## src/rtl/clk_div_prog.sv

```systemverilog
`timescale 1ns/1ps
// Programmable integer clock divider: 50% duty output for even and odd N, a one-cycle
// tick per output period, and divisor changes applied only at a period boundary.
module clk_div_prog #(
    parameter int unsigned WIDTH     = 8,
    parameter int unsigned RESET_DIV = 3,
    parameter bit          ODD_50    = 1'b1
) (
    input  logic             clk,
    input  logic             rst,
    input  logic [WIDTH-1:0] div_in,
    input  logic             div_valid,
    output logic             div_ready,
    output logic             err,
    output logic [WIDTH-1:0] div_cur,
    output logic             tick,
    output logic             q
);
    localparam logic [WIDTH-1:0] ONE = WIDTH'(1);

    logic [WIDTH-1:0] cnt_q, cnt_d;
    logic [WIDTH-1:0] div_cur_q, div_cur_d;
    logic [WIDTH-1:0] pend_q, pend_d;
    logic             pend_vld_q, pend_vld_d;
    logic             run_q, run_d;
    logic             q_pos_q, q_pos_d;
    logic             tick_q, tick_d;
    logic             err_q, err_d;
    logic             q_neg_q;

    logic             wrap;
    logic             accept;
    logic             legal;
    logic [WIDTH-1:0] cnt_inc;
    logic [WIDTH:0]   high_len;

    always_comb begin
        wrap       = (cnt_q == div_cur_q - ONE);
        accept     = div_valid && !pend_vld_q;
        legal      = |div_in[WIDTH-1:1];
        cnt_inc    = cnt_q + ONE;
        // ceil(N/2); one extra bit so N = 2^WIDTH-1 does not overflow
        high_len   = ({1'b0, div_cur_q} + {{WIDTH{1'b0}}, 1'b1}) >> 1;

        cnt_d      = cnt_q;
        div_cur_d  = div_cur_q;
        pend_d     = pend_q;
        pend_vld_d = pend_vld_q;
        run_d      = run_q;
        q_pos_d    = q_pos_q;
        tick_d     = 1'b0;
        err_d      = err_q;

        if (!run_q) begin
            run_d   = 1'b1;
            cnt_d   = '0;
            q_pos_d = 1'b1;
            tick_d  = 1'b1;
        end else if (wrap) begin
            // New period (and its high time) starts on this same edge
            cnt_d   = '0;
            q_pos_d = 1'b1;
            tick_d  = 1'b1;
            if (pend_vld_q) begin
                div_cur_d  = pend_q;
                pend_vld_d = 1'b0;
            end
        end else begin
            cnt_d   = cnt_inc;
            q_pos_d = ({1'b0, cnt_inc} < high_len);
        end

        // Accept only while nothing is pending, so this never collides with the apply above
        if (accept) begin
            if (legal) begin
                pend_d     = div_in;
                pend_vld_d = 1'b1;
            end else begin
                err_d = 1'b1;
            end
        end
    end

    always_ff @(posedge clk) begin
        if (!rst) begin
            cnt_q      <= '0;
            div_cur_q  <= WIDTH'(RESET_DIV);
            pend_q     <= '0;
            pend_vld_q <= 1'b0;
            run_q      <= 1'b0;
            q_pos_q    <= 1'b0;
            tick_q     <= 1'b0;
            err_q      <= 1'b0;
        end else begin
            cnt_q      <= cnt_d;
            div_cur_q  <= div_cur_d;
            pend_q     <= pend_d;
            pend_vld_q <= pend_vld_d;
            run_q      <= run_d;
            q_pos_q    <= q_pos_d;
            tick_q     <= tick_d;
            err_q      <= err_d;
        end
    end

    // Half-cycle delayed copy; ANDed with q_pos it delays only the rising edge
    always_ff @(negedge clk) begin
        q_neg_q <= q_pos_q;
    end

    assign q         = (ODD_50 && div_cur_q[0]) ? (q_pos_q & q_neg_q) : q_pos_q;
    assign div_ready = !pend_vld_q;
    assign err       = err_q;
    assign div_cur   = div_cur_q;
    assign tick      = tick_q;
endmodule

```

## config.mk

```make
export PLATFORM = sky130hd
export DESIGN_NAME = clk_div_prog
export DESIGN_NICKNAME = d
export VERILOG_FILES = /design/src/rtl/clk_div_prog.sv
export SDC_FILE = /design/constraint.sdc
export NUM_CORES = 1
export LEC_CHECK = 0
export CAP_MARGIN = 10
export CORE_MARGIN = 2
export CORE_UTILIZATION = 40
export CTS_CLUSTER_DIAMETER = 200
export CTS_CLUSTER_SIZE = 30
export DETAILED_ROUTE_END_ITERATION = 12
export SYNTH_ARGS = -nofsm -noshare
export SYNTH_HDL_FRONTEND = slang
export SYNTH_SLANG_ARGS = --single-unit
```

## constraint.sdc

```tcl
create_clock -name clk -period 3.1 [get_ports clk]
set_input_delay 0.62 -clock clk [delete_from_list [all_inputs] [get_ports clk]]
set_output_delay 0.62 -clock clk [all_outputs]
set_load 0.005 [all_outputs]
```

# Word level (Yosys, flattened, before mapping)
# Cells that the tools add are included.
# word_totals
reg_bits	30
in_bits	11
out_inout_bits	12
word_cells	35
# op_classes
add_sub_neg	3
order_cmp	1
eq_ne	1
muxes	10
n_bitwise	4
n_reduce_logical	7
# ops
operator	count
2-to-1 mux 1 bit	10
adder 8 x 1 -> 9 bit, second input constant	1
adder 8 x 1 -> 8 bit, second input constant	1
== test 8 bit	1
< comparator 8 bit	1
subtractor 8 x 1 -> 8 bit, second input constant	1
OR reduction 7 bit	1
AND reduction 2 bit	2
inverter 1 bit	3
AND reduction 3 bit	1
OR reduction 3 bit	1
bitwise AND 1 bit	1
logical AND 1 bit	1
zero test 1 bit	1

# Depth between registers and ports, before layout
# Gate-level depths: netlist (run 1).
# logic_depth
depth_word	6
mapped_depth	10
depth_no_buf	9

==> reports/metrics.cfg, run 1 <==
[finish]
post-route-util_pct=49.0
fin_cells=272
fill_cells=442
drive_gt1_share_pct=7.73
nets=241
area_growth_pct=19.9
diodes=0

[floorplanning]
die_y_um=70.2
start_util_pct=40.9
fp-row-count=24
dieArea_mm2=0.00493
die_width_um=70.2
core_mm2=0.00429
io_pins=23

[sta]
maxSlewHeadroom_pct=43.2
worst_hold_slack_ns=0.453
hold_violations=0
worst_pin_slew_ns=0.847
setup_viol=0
finalMaxSlewViolations=0
clock_skew_ns=0.0547
grt_setup_unrepaired=yes
fin_tns_setup_ns=0
worst_slack_ns=0.0495

[routing]
wl_per_cell_um=13.3
via_per_inst=5.11
wirelength_um=3610
vias=1389
drt-pass1-iter-count=4
first_iter_violations=116
drc=0
ant_nets=0

[worst_hold_path]
min_path_type=reg2reg

[clocking]
clk_pin_slew_ns=0.06
cts.htree.levels=2
post-cts-setup-buffer-count=0
cts_sinks=30
clockRootBuffer=clkbuf_8
clkLatencyLatePin_ns=0.33
ctsHoldBuffers=0
cts_tree=yes
clockBufferDepth=2
numCtsBuffers=5

[synthesis]
synth.avg_cell_area_um2=8.81
synth_edf_count=0
synth_top_family_by_area=simple AND/OR/NAND/NOR gates
synth-seq-cells=30
syn_nets=220
synthAdderAreaFrac_pct=7.13
synth_xor_area_share_pct=9.99
synth_flop_cell=dfxtp_1
ys_seq_area_share_pct=34.2
synth_compound_area_share_pct=7.77
synth_top_area_cell=dfxtp_1
syn_area_mm2=0.00175
ys_async_sr_fraction_pct=0
yosysTopAreaCellShare_pct=34.2
synth_warnings=0
ys_types=39
synthTopCellsByArea=dfxtp_1, mux2i_1, ha_1
muxShareOfSynthArea_pct=9.70
synth_cells=199
synth-simple-area-share_pct=26.0

[placed_design]
post-place-cells=265
place_congestion=0.860
dp_slack_ns=0.0550
dp_hpwl_um=2600
portBuffers=22

[grt]
grt_overflow=0
grt_pass1_wl_um=6290
track_usage_pct=16.1
grt_start_max_net_pins=38
antenna_found_initial=0
grt_pass1_vias=1317

[pwr]
leakagePower_nw=0.910
vdd_drop_max_mv=0.301
cellPowerDensity_mw_per_mm2=413

[setup_path]
start_kind=flop
arrival_ns=2.43
worstPathRequired_ns=2.48
path_max_fanout=1
cp-end-kind=output pin
critPathKind=reg2out

[flow_run]
cap_violations=0

[run_status]
status=finished clean

[sequential cells by signal (all words and copies together), names as in the netlist]
register	cells
cnt_q	8
div_cur	8
err	1
pend_q	8
pend_vld_q	1
q_neg_q	1
q_pos_q	1
run_q	1
tick	1
[cells in the mapped netlist (2+ instances only)]
cell type and n:
dfxtp_1 30, nand3_1 18, mux2i_1 17, nand2_1 17, nor2_1 13, nor2b_1 13
ha_1 10, xnor2_1 10, xor2_1 10, inv_1 7, clkbuf_1 6, and3_1 5
o21ai_0 5, a21oi_1 4, a21o_1 3, buf_2 3, nor3_2 3, a31oi_1 2
buf_6 2, o21a_1 2
[placed cells by master (no fill, tap or decap), types with 7 or more instances in the layout]
cell type / synthesis / layout
nor2b_1: 13 / 13
nand3_1: 18 / 18
nor2_1: 13 / 13
nand2_1: 17 / 17
clkdlybuf4s50_1: 0 / 21
xnor2_1: 10 / 10
xor2_1: 10 / 10
dfxtp_1: 30 / 30
inv_1: 7 / 7
ha_1: 10 / 10
mux2i_1: 17 / 17
[kinds of logic (layout without fill, tap and decap cells)]
logic type | Yosys count | count (layout)
simple gates | 82 | 82
flops | 30 | 30
compound gates | 21 | 21
xor+xnor | 20 | 20
buf+inv | 19 | 40
mux | 17 | 17
fa+ha+maj | 10 | 10
[per-layer routing]
metal	global-route usage, %	wire [um]
met1	22.8	1860
met2	23.8	1590
met3	3.90	109
met4	5.98	39
met5	0	0
[timing repair]
action | in CTS | in global routing
endpoints found under the setup margin | 1 | 1
gates resized for setup | 4 | 0
gates cloned | 0 | 0
[worst paths after layout]
| path | start | end | slack [ns] | cells after the start |
|---|---|---|---|---|
| setup / recovery | q_neg_q | q | 0.05 | 2 |
| hold / removal | pend_q[6] | div_cur[6] | 0.45 | 2 |
| setup reg to reg | div_cur[2] | q_pos_q | 0.85 | 9 |
| hold reg to reg | pend_q[6] | div_cur[6] | 0.45 | 2 |
[final cells by class]
type                       instances  area (um2)  area share, %
sequential                        30         601           28.6
clock buffer                       5        68.8           3.27
tap                               52        65.1           3.09
clock inverter                     3        37.5           1.78
multi-input combinational        150        1060           50.6
inverter                           6        22.5           1.07
timing repair buffer              26         245           11.7
[per-stage QoR]
stage	instance area [um2]	power (mW)
finish	2100	0.869
global route	2100	0.906
CTS	2100	0.878
detailed placement	2010	0.503
global placement	2010	0.503
floorplan	1750	0.468
[power by group]
group | internal [mW] | switching (mW)
sequential | 0.400 | 0.0111
combinational | 0.0434 | 0.0351
clock | 0.234 | 0.146
total | 0.677 | 0.192
[critical path, stage by stage, from the launching register on]
cell and delay, ns:
dfxtp_1 0.28, o21a_1 0.15, buf_2 0.12
Note: power is estimated with default switching activity, not from simulation.
==> run 2: changes to the inputs <==
--- a/config.mk
+++ b/config.mk
@@ -11,6 +11,7 @@
 export CTS_CLUSTER_DIAMETER = 200
 export CTS_CLUSTER_SIZE = 30
 export DETAILED_ROUTE_END_ITERATION = 12
+export SETUP_SLACK_MARGIN = 0.2
 export SYNTH_ARGS = -nofsm -noshare
 export SYNTH_HDL_FRONTEND = slang
 export SYNTH_SLANG_ARGS = --single-unit
==> results of run 2 <==
No change in the layout: final DEF, timing and power equal those of run 1.
